==> config.mk <==
export PLATFORM = sky130hd
export DESIGN_NAME = uart_threshold_bank
export DESIGN_NICKNAME = d
export VERILOG_FILES = /design/src/rtl/uart_threshold_bank.sv
export SDC_FILE = /design/constraint.sdc
export NUM_CORES = 1
export LEC_CHECK = 0
export CORE_UTILIZATION = 56
export CTS_BUF_LIST = sky130_fd_sc_hd__clkbuf_4
export DETAILED_ROUTE_END_ITERATION = 16
export PLACE_DENSITY = 0.79
export SYNTH_ARGS = -nofsm -noshare
export SYNTH_HDL_FRONTEND = slang
export SYNTH_SLANG_ARGS = --single-unit
==> constraint.sdc <==
create_clock -name clk -period 8.6 [get_ports clk]
set_clock_uncertainty 0.05 [all_clocks]
set_input_delay 1.72 -clock clk [delete_from_list [all_inputs] [get_ports clk]]
set_output_delay 1.72 -clock clk [all_outputs]
set_load 0.005 [all_outputs]
==> src/rtl/uart_threshold_bank.sv <==
// Byte-command bank of NUM_CH signed thresholds between the uart core and the climate datapath.
// Optional macro THB_ERR_NAK_EN: answer unknown command bytes with '?' instead of ignoring them.
module uart_threshold_bank #(
  parameter int NUM_CH   = 7,
  parameter int TH_WIDTH = 16,
  parameter logic [NUM_CH*TH_WIDTH-1:0] TH_DEFAULT =
    {16'sd16, 16'sd35, 16'sd16, 16'sd35, 16'sd16, 16'sd35, 16'sd2550},
  parameter logic [NUM_CH*TH_WIDTH-1:0] TH_STEP =
    {16'd1, 16'd1, 16'd1, 16'd1, 16'd1, 16'd1, 16'd50},
  parameter logic [NUM_CH*TH_WIDTH-1:0] TH_MIN =
    {-16'sd12, 16'sd32, -16'sd12, 16'sd32, -16'sd12, 16'sd32, 16'sd50},
  parameter logic [NUM_CH*TH_WIDTH-1:0] TH_MAX =
    {16'sd27, 16'sd50, 16'sd27, 16'sd50, 16'sd27, 16'sd50, 16'sd5000}
) (
  input  logic                       clk,
  input  logic                       rst,
  input  logic [7:0]                 rx_data,
  input  logic                       rx_valid,
  input  logic                       tx_idle,
  output logic [7:0]                 tx_data,
  output logic                       tx_start,
  output logic [4:0]                 sel_ch,
  output logic [NUM_CH*TH_WIDTH-1:0] th_flat,
  output logic                       busy,
  output logic [2:0]                 o_dbg_state
);

  typedef enum logic [2:0] {S_IDLE, S_ECHO, S_GAP, S_UPDATE, S_TX, S_TXGAP} state_t;

  localparam int NBYTES = (TH_WIDTH + 7) / 8;
  localparam int EXT_W  = NBYTES * 8;
  localparam int AW     = TH_WIDTH + 2;
  localparam logic [1:0] LAST_IDX = 2'(NBYTES - 1);

  state_t              r_state, w_state_nxt;
  logic [7:0]          r_cmd;
  logic [4:0]          r_sel;
  logic [1:0]          r_idx;
  logic                r_tx_start;
  logic [7:0]          r_tx_data;
  logic [TH_WIDTH-1:0] r_th [NUM_CH];

  logic                w_known, w_accept, w_tx_go;
  logic [7:0]          w_cmd_in, w_tx_byte;
  logic [TH_WIDTH-1:0] w_cur, w_step_raw, w_min_raw, w_max_raw, w_def_raw, w_new;
  logic signed [AW-1:0] w_cur_x, w_step_x, w_min_x, w_max_x, w_cand, w_clamped;
  logic [EXT_W-1:0]    w_val_ext;

  function automatic logic is_sel(input logic [7:0] b);
    logic [7:0] rel;
    rel = b - 8'h41;
    return (b >= 8'h41) && (rel < 8'(NUM_CH));
  endfunction

  function automatic logic is_op(input logic [7:0] b);
    return (b == 8'h77) || (b == 8'h73) || (b == 8'h7A) || (b == 8'h72);
  endfunction

  // rx_valid is a one-cycle strobe with no back-pressure: a byte is consumed only if it lands in
  // S_IDLE. tx_start is a one-cycle strobe issued only after tx_idle was seen high.
  assign w_known = is_sel(rx_data) || is_op(rx_data);
`ifdef THB_ERR_NAK_EN
  assign w_accept = rx_valid;
  assign w_cmd_in = w_known ? rx_data : 8'h3F;
`else
  assign w_accept = rx_valid && w_known;
  assign w_cmd_in = rx_data;
`endif

  assign w_cur      = r_th[r_sel];
  assign w_step_raw = TH_STEP[r_sel*TH_WIDTH +: TH_WIDTH];
  assign w_min_raw  = TH_MIN[r_sel*TH_WIDTH +: TH_WIDTH];
  assign w_max_raw  = TH_MAX[r_sel*TH_WIDTH +: TH_WIDTH];
  assign w_def_raw  = TH_DEFAULT[r_sel*TH_WIDTH +: TH_WIDTH];

  // Widened by two bits so cur +/- step can never wrap before clamping.
  always_comb begin
    w_cur_x  = AW'($signed(w_cur));
    w_step_x = $signed(AW'(w_step_raw));
    w_min_x  = AW'($signed(w_min_raw));
    w_max_x  = AW'($signed(w_max_raw));
    w_cand   = w_cur_x;
    if (r_cmd == 8'h77) w_cand = w_cur_x + w_step_x;
    else if (r_cmd == 8'h73) w_cand = w_cur_x - w_step_x;
    if (w_cand > w_max_x)      w_clamped = w_max_x;
    else if (w_cand < w_min_x) w_clamped = w_min_x;
    else                       w_clamped = w_cand;
    w_new = w_cur;
    if (r_cmd == 8'h7A)                         w_new = w_def_raw;
    else if (r_cmd == 8'h77 || r_cmd == 8'h73)  w_new = TH_WIDTH'(w_clamped);
  end

  assign w_val_ext = EXT_W'($signed(w_cur));

  always_ff @(posedge clk) begin
    if (rst) r_state <= S_IDLE;
    else     r_state <= w_state_nxt;
  end

  always_comb begin
    w_state_nxt = r_state;
    w_tx_go     = 1'b0;
    w_tx_byte   = r_tx_data;
    case (r_state)
      S_IDLE:   if (w_accept) w_state_nxt = S_ECHO;
      S_ECHO: begin
        if (tx_idle) begin
          w_tx_go     = 1'b1;
          w_tx_byte   = r_cmd;
          w_state_nxt = S_GAP;
        end
      end
      S_GAP:    w_state_nxt = is_op(r_cmd) ? S_UPDATE : S_IDLE;
      S_UPDATE: w_state_nxt = S_TX;
      S_TX: begin
        if (tx_idle) begin
          w_tx_go     = 1'b1;
          w_tx_byte   = w_val_ext[8*r_idx +: 8];
          w_state_nxt = S_TXGAP;
        end
      end
      S_TXGAP:  w_state_nxt = (r_idx == LAST_IDX) ? S_IDLE : S_TX;
      default:  w_state_nxt = S_IDLE;
    endcase
  end

  always_ff @(posedge clk) begin
    if (rst) begin
      r_cmd      <= 8'h00;
      r_sel      <= 5'd0;
      r_idx      <= 2'd0;
      r_tx_start <= 1'b0;
      r_tx_data  <= 8'h00;
      for (int k = 0; k < NUM_CH; k++) r_th[k] <= TH_DEFAULT[k*TH_WIDTH +: TH_WIDTH];
    end else begin
      r_tx_start <= w_tx_go;
      r_tx_data  <= w_tx_byte;
      if (r_state == S_IDLE && w_accept) r_cmd <= w_cmd_in;
      if (r_state == S_GAP && is_sel(r_cmd)) r_sel <= 5'(r_cmd - 8'h41);
      if (r_state == S_UPDATE) begin
        r_th[r_sel] <= w_new;
        r_idx       <= 2'd0;
      end
      if (r_state == S_TXGAP && r_idx != LAST_IDX) r_idx <= r_idx + 2'd1;
    end
  end

  for (genvar k = 0; k < NUM_CH; k++) begin : g_flat
    assign th_flat[k*TH_WIDTH +: TH_WIDTH] = r_th[k];
  end

  assign tx_start    = r_tx_start;
  assign tx_data     = r_tx_data;
  assign sel_ch      = r_sel;
  assign busy        = (r_state != S_IDLE);
  assign o_dbg_state = r_state;

endmodule

Word level (Yosys, flattened, before mapping):

Memory sizes are Yosys's and may differ from the RTL's. A register that Yosys moved wholly into a read port is not among the register bits.
Cells that the tools add are included.

* bits of input ports: 12
* memories: 1
* register bits after elaboration: 27
* bits in writable memories: 112
* output and inout port bits: 130

* bitwise operators: 1
* $lt $le $gt $ge: 6
* mux-type cells: 28
* reduce and logical (&&, ||, !) cells: 22
* add/sub/neg operators: 5
* shift-type cells: 5
* equal/unequal tests: 18

Memories
* r_th: depth 7, width 16, read ports 8, clocked after memory_dff 1, write ports 7, line 41 `logic [TH_WIDTH-1:0] r_th [NUM_CH];`

Operators with widths (count)
* $shiftx A112 B10 Y16 const A: 4
* $mux W16: 5
* $eq A8 B7 Y1 const B: 8
* $mux W18: 2
* $mux W3: 7
* $add A16 B17 Y18: 1
* $gt A18 B16 Y1: 1
* $lt A18 B16 Y1: 1
* $pmux W3 S6: 1
* $sub A16 B17 Y18: 1
* $ge A8 B7 Y1 const B: 2
* $lt A8 B3 Y1 const B: 2
* $mux W8: 2
* $pmux W8 S2: 1
* $reduce_or A16 Y1: 1
* $shiftx A16 B6 Y8: 1
* $sub A8 B7 Y8 const B: 2
* $logic_or A1 B1 Y1: 7
* $mux W1: 7
* $eq A3 B2 Y1 const B: 2
* $eq A3 B3 Y1 const B: 2
* $logic_and A1 B1 Y1: 6
* $mux W2: 3
* $ne A2 B2 Y1 const B: 3
* 10 further kinds: 13

Depth between registers and ports, before layout:

* depth in word-level cells: 10
* mapped depth: 28
* mapped depth without buffers: 24

Least setup slack after synthesis:

Ideal clock, no wire load.

* path kind: register -> register
* start: register with a tool-made name
* end: memory r_th[5][6], data pin
* cell stages (with the launch flop): 28
* setup slack: 2.540 ns
* buffers on the path: 5
* data required time: 8.280 ns
* arrival: 5.740 ns
* clock period less this slack: 6.060 ns
* cells stage by stage: dfxtp_1 -> buf_6 -> buf_4 -> buf_2 -> mux4_2 -> mux2i_1 -> inv_1 -> ha_1 -> nor2_1 -> o21ai_0 -> o31ai_1 -> nand4b_1 -> or3_1 -> nand2_1 -> and2_1 -> inv_1 -> buf_2 -> ha_1 -> nor2b_1 -> nand2_1 -> mux2i_1 -> a31oi_1 -> a221o_1 -> clkbuf_1 -> a21oi_1 -> a211oi_2 -> o21bai_1 -> inv_1

RTL lines (line)
* end: declaration: 41

==> impl_results.md <==
- P per Cell Area: 122 mW/mm^2
- Placeable Area: 0.0161 sq mm
- Largest net degree at the start of global routing: 49
- Routed length per instance: 22.7 um
- Die W: 131 um
- Most frequent cells in the layout: nor2_1 (144), clkdlybuf4s50_1 (141), edfxtp_1 (112)
- Worst-case clock buffer depth: 2
- Crit end category: flop
- Non-Filler Instances: 1265
- TritonCTS clock tree: done
- Initial DRT Pass Iterations: 8
- Async S/R FF share, synth: 0%
- Endpoints failing setup: 0
- DRT iter0 DRCs: 1037
- Commonest non-fill, non-tap cell in the layout: nor2_1
- MaxCap Viol Count: 0
- NumNets Final: 1088
- Crit path kind: reg -> reg
- Vias: 8124
- Fmax achieved: 0.134 GHz
- Global Route Usage Sum: 33.5%
- Final HPWL from detailed placement: 20700 um
- TNS Setup: 0 ns
- DIE AREA: 0.0173 sq mm
- WHS: 0.460 ns
- Cts hold-fix bufs: 0
- Cell area after layout: 0.0113 sq mm
- First-pass GRT wire length: 44000 um
- Syn nets: 958
- DR DRC count: 0
- WL final: 28700 um
- Flop and latch count out of synthesis: 158
- Layout cells sized above 1: 10.9%
- Maximum vdd drop: 0.000151 V
- H-tree depth: 4
- Ports: 142
- CTS resizes: 0
- Area leader, netlist: edfxtp_1
- Dominant synthesized flop cell: edfxtp_1
- Share of the synthesized area in the top cell type: 35.8%
- Grt ovf: 0
- Req. time, crit path: 8.97 ns
- Crit path DAT: 7.84 ns
- Status: finished, final reports clean
- Area grow syn2layout: 19.9%
- Setup Buffers After CTS: 0
- Number of global-route vias before repair: 7452
- Dpl ws: 1.29 ns
- RSZ-0062 raised after global routing: false
- Worst-margin pin slew: 1.17 ns
- Clock root buffer: clkbuf_4
- Die Ht: 131 um
- I/O Buffers: 141
- Routability congestion estimate: 0.947
- Reg clk slew, reported paths: 0.15 ns
- DP Cell Count: 1232
- Synth unique cells: 78
- Max FO, Critical Path: 24
- Clock Latency Late Sink: 0.56 ns
- Num CTS Buffers: 17
- Minimum clock period: 7.47 ns
- Seq/Total Area, Yosys: 45.6%
- Clk sink count: 158
- Initial antenna violation count: 1
- Largest cells by area after synthesis: edfxtp_1 (36%), dfxtp_1 (9.8%), nor2_1 (5.8%), mux4_2 (5.5%), ha_1 (5.2%)
- Worst hold start: tx_data[0]$_SDFFE_PP0P_
- Num rows: 46
- Initial Utilization: 58.3%
- Fin. Hold Viols: 0
- Fillcell total: 1232
- Worst Hold Class: reg -> reg
- Post-synth EDFFs: 112
- Final antenna-violating net count: 0
- Syn_area_per_cell: 10.4 sq um
- Leak Pwr: 0.00384 uW
- Slew margin rel.: 21.8%
- Setup slack after layout: 1.13 ns
- Synthesized netlist cell count: 905
- Yosys Warn Count: 0
- Routed vias/inst: 6.42
- Cell Area, Synth: 0.00939 sq mm
- Placed cell areas: 0.0110 sq mm
- Crit path launch type: flop
- Max-slew violation count: 0
- Post-route clock period utilization: 86.9%
-- routing by layer --
| layer | GRT usage, % | routed length (um) |
|---|---|---|
| met1 | 46.3 | 11300 |
| met2 | 52.7 | 13300 |
| met3 | 4.86 | 2920 |
| met4 | 14.0 | 1160 |
| met5 | 1.46 | 0 |
-- cell families after synthesis --
family                   after synthesis  synth area share, %
AND/OR/NAND/NOR                      360                 18.4
multiplexers                          67                 11.2
XOR/XNOR                              17                 1.59
buffers and inverters                 78                 3.49
flip-flops                           158                 45.6
AO/OA/AOI/OAI                        184                 14.2
adder cells (fa/ha/maj)               41                 5.62
-- Yosys cell counts, types with 6 or more instances --
library cell / n
nor2_1: 144
edfxtp_1: 112
nand2_1: 75
dfxtp_1: 46
a21oi_1: 43
ha_1: 39
nand3_1: 37
inv_1: 33
o21ai_0: 33
clkbuf_1: 30
mux2i_1: 27
mux4_2: 23
a211oi_1: 17
nor3_1: 17
xnor2_1: 14
nand4_1: 13
nor2b_1: 13
a22oi_1: 12
mux2_2: 12
nand2b_1: 12
buf_2: 10
o211ai_1: 9
a21o_1: 8
o21ai_1: 7
or3_1: 7
a31oi_1: 6
and2_1: 6
-- where the power goes --
| group | switching (uW) | total [uW] | internal, uW |
|---|---|---|---|
| combinational | 56.4 | 104 | 47.5 |
| clock | 303 | 431 | 128 |
| sequential | 11.8 | 837 | 825 |
| total | 371 | 1370 | 1000 |
-- sequential cells by signal (all words and copies together), names as in the netlist, named ones only --
register / count
r_cmd: 8
sel_ch: 5
r_idx: 2
o_dbg_state: 3
tx_start: 1
r_th: 128
tx_data: 8
-- worst paths after layout --
kind / cells past startpoint / endpoint / slack [ns]
max: 24 / r_th[0][12]$_SDFFCE_PN0P_ / 1.13
min: 2 / tx_data[0]$_SDFFE_PP0P_ / 0.46
max reg2reg: 24 / r_th[0][12]$_SDFFCE_PN0P_ / 1.13
min reg2reg: 2 / tx_data[0]$_SDFFE_PP0P_ / 0.46
-- through the flow --
| step | power, uW | util [%] |
|---|---|---|
| detailed placement | 956 | 68.2 |
| finish | 1370 | 69.8 |
| global route | 1410 | 69.8 |
| global placement | 954 | 68.2 |
| floorplan | 903 | - |
| CTS | 1370 | 69.8 |
-- worst max-delay path, cell delays in order (launching register included) --
cell and delay [ns]:
dfxtp_2 0.80, mux4_2 0.58, mux2i_1 0.41, inv_1 0.17, ha_1 0.35, nor2_1 0.13, o21ai_0 0.10, o31ai_1 0.47
nand4b_1 0.30, or3_1 0.46, nand2_1 0.07, and2_1 0.49, inv_1 0.36, ha_1 0.41, nor2b_1 0.18, nand2_1 0.08
mux2i_1 0.14, a31oi_1 0.06, a221o_1 0.26, buf_4 0.21, nor2_1 0.38, a211oi_1 0.10, o21ai_0 0.11, nand4_1 0.41
nor2_1 0.24
-- layout make-up --
type / instances / area [sq um] / share of cell area [%]
Multi-Input combinational cell: 669 / 4790 / 42.5
Sequential cell: 158 / 4290 / 38.1
Timing Repair Buffer: 156 / 1520 / 13.5
Tap cell: 216 / 270 / 2.40
Clock buffer: 18 / 135 / 1.20
Clock inverter: 14 / 128 / 1.13
Inverter: 33 / 124 / 1.10
Antenna cell: 1 / 2.50 / 0.0222
Power figures use the tool's default switching activity.
==> edit (config.mk and constraints unchanged) <==
Reset style: asynchronous (`rst`), changed in 2 clocked blocks.
--- a/src/rtl/uart_threshold_bank.sv
+++ b/src/rtl/uart_threshold_bank.sv
@@ -93,5 +93,5 @@
   assign w_val_ext = EXT_W'($signed(w_cur));
 
-  always_ff @(posedge clk) begin
+  always_ff @(posedge clk or posedge rst) begin
     if (rst) r_state <= S_IDLE;
     else     r_state <= w_state_nxt;
@@ -125,5 +125,5 @@
   end
 
-  always_ff @(posedge clk) begin
+  always_ff @(posedge clk or posedge rst) begin
     if (rst) begin
       r_cmd      <= 8'h00;
Behaviour: differs if rst is asserted again (counterexample within 4 cycles, from zero or initial values and one cycle with rst high); with rst held inactive, the same outputs for 4 cycles.
==> edit against the original RTL <==
- count of clock-buffer cells in the layout unchanged
- die area is 8.5% lower
- largest cell class unchanged
- hold slack better by 0.016 ns
- design area is 7.3% lower
- non-clock buffer count is 4 higher
- routed wire length decreased by 5.1%
- worst setup slack worse by 0.12 ns
- synthesized area is 8.6% lower
- critical path type unchanged
- sequential cell count down 19
Power is left out: it rests on default switching activity, and per cell area and clock period it moved more than threefold.
==> edit: results (changes against the original RTL) <==
Status
  • Status: complete, no violations

Global route
  • Total track usage: 0.356 (+0.0210)
  • Largest net degree at the start of global routing: 82 (+67%)
  • First-pass GRT wire length: 42900 um (-2.4%)
  • Vias in the first global route: 7611 (+2.1%)
  • Antenna violations before repair: 0 (-1)

Placed design
  • Hpwl dp: 20100 um (-2.7%)
  • GP Congestion: 1.02 (+7.2%)
  • DP Area: 10200 um^2 (-7.6%)

Drt
  • Routed wire length per instance: 21.6 um (-5.0%)
  • DR WL met2: 12400 um (-7.0%)
  • Initial drt markers: 856 (-17%)
  • Drt pass-1 iters: 7 (-1)
  • Number of vias per cell: 6.49 (+1.0%)
  • Final wirelength: 27300 um (-5.1%)
  • Met3 WL: 2640 um (-9.7%)

Yosys
  • Synth cell count leaders: nor2_1 (148), dfrtp_1 (119), a21oi_1 (90)
  • Seq/Total Area, Yosys: 0.408 (-0.0481)
  • Synthesized instance count: 941 (+4.0%)
  • Synth Net Count: 992 (+3.5%)
  • Async set-reset flop share out of synthesis: 1.00 (+1.00)

Worst setup path
  • FF-to-FF path depth: 26 (+8.3%)
  • Crit-path slowest cell: a21oi_1
  • CP peak stage delay: 0.67 ns (-0.13 ns)
  • Crit path max fanout: 26 (+8.3%)
  • Arrival time at the worst endpoint: 7.98 ns (+0.14 ns)

Worst hold path
  • Hold wc startpoint: th_flat[24]$_DFFE_PP0P_

Cells and area
  • Ant diodes: 0 (-1)
  • Share of cells above drive strength 1: 0.117 (+0.00789)
  • Max reg flops: 112 (-13%)

Clocking
  • Register clock-pin slew on the reported worst setup and hold paths: 0.12 ns (-0.03 ns)
  • Clk_lat worst skew: 0.58 ns (+0.02 ns)

STA
  • Relative slew margins: 0.349 (+0.131)
## edit: worst max-delay path, delay by kind of cell, from the launching register on
| kind | cells | cell delay [ns] |
|---|---|---|
| buffers and inverters | 4 | 0.80 |
| AND/OR/NAND/NOR | 4 | 1.25 |
| AO/OA/AOI/OAI | 15 | 3.87 |
| adder cells (fa/ha/maj) | 3 | 0.86 |
| flip-flops | 1 | 0.60 |
## edit: routing by layer
metal / up-vias / track usage
met2: 477 / 0.527
met3: 82 / 0.0692
met4: 0 / 0.167
met5: - / 0
met1: 3949 / 0.505
li1: 3693 / -
## edit: final cells by class
type	count	area [um^2]
multi-input cells	716	4740
clock buffers	18	135
fillers	1149	4320
well taps	184	230
repair buffers	160	1550
clock inverters	14	146
flip-flops and latches	139	3510
inverters	33	129
## edit: kinds of logic after synthesis
group	count (synthesis)	share of synthesized area
compound gates	281	0.222
xor+xnor	13	0.0133
fa+ha+maj	39	0.0586
buf+inv	86	0.0420
flops	139	0.408
mux	64	0.0846
simple gates	319	0.172
## edit: worst paths after layout
check / endpoint / slack [ns]
max: th_flat[98]$_DFFE_PP0P_ / 1.00
min: th_flat[24]$_DFFE_PP0P_ / 0.48
max reg2reg: th_flat[98]$_DFFE_PP0P_ / 1.00
min reg2reg: th_flat[24]$_DFFE_PP0P_ / 0.48
max in group asynchronous: th_flat[31]$_DFFE_PP0P_ / 5.61
min in group asynchronous: th_flat[40]$_DFFE_PP0P_ / 1.51
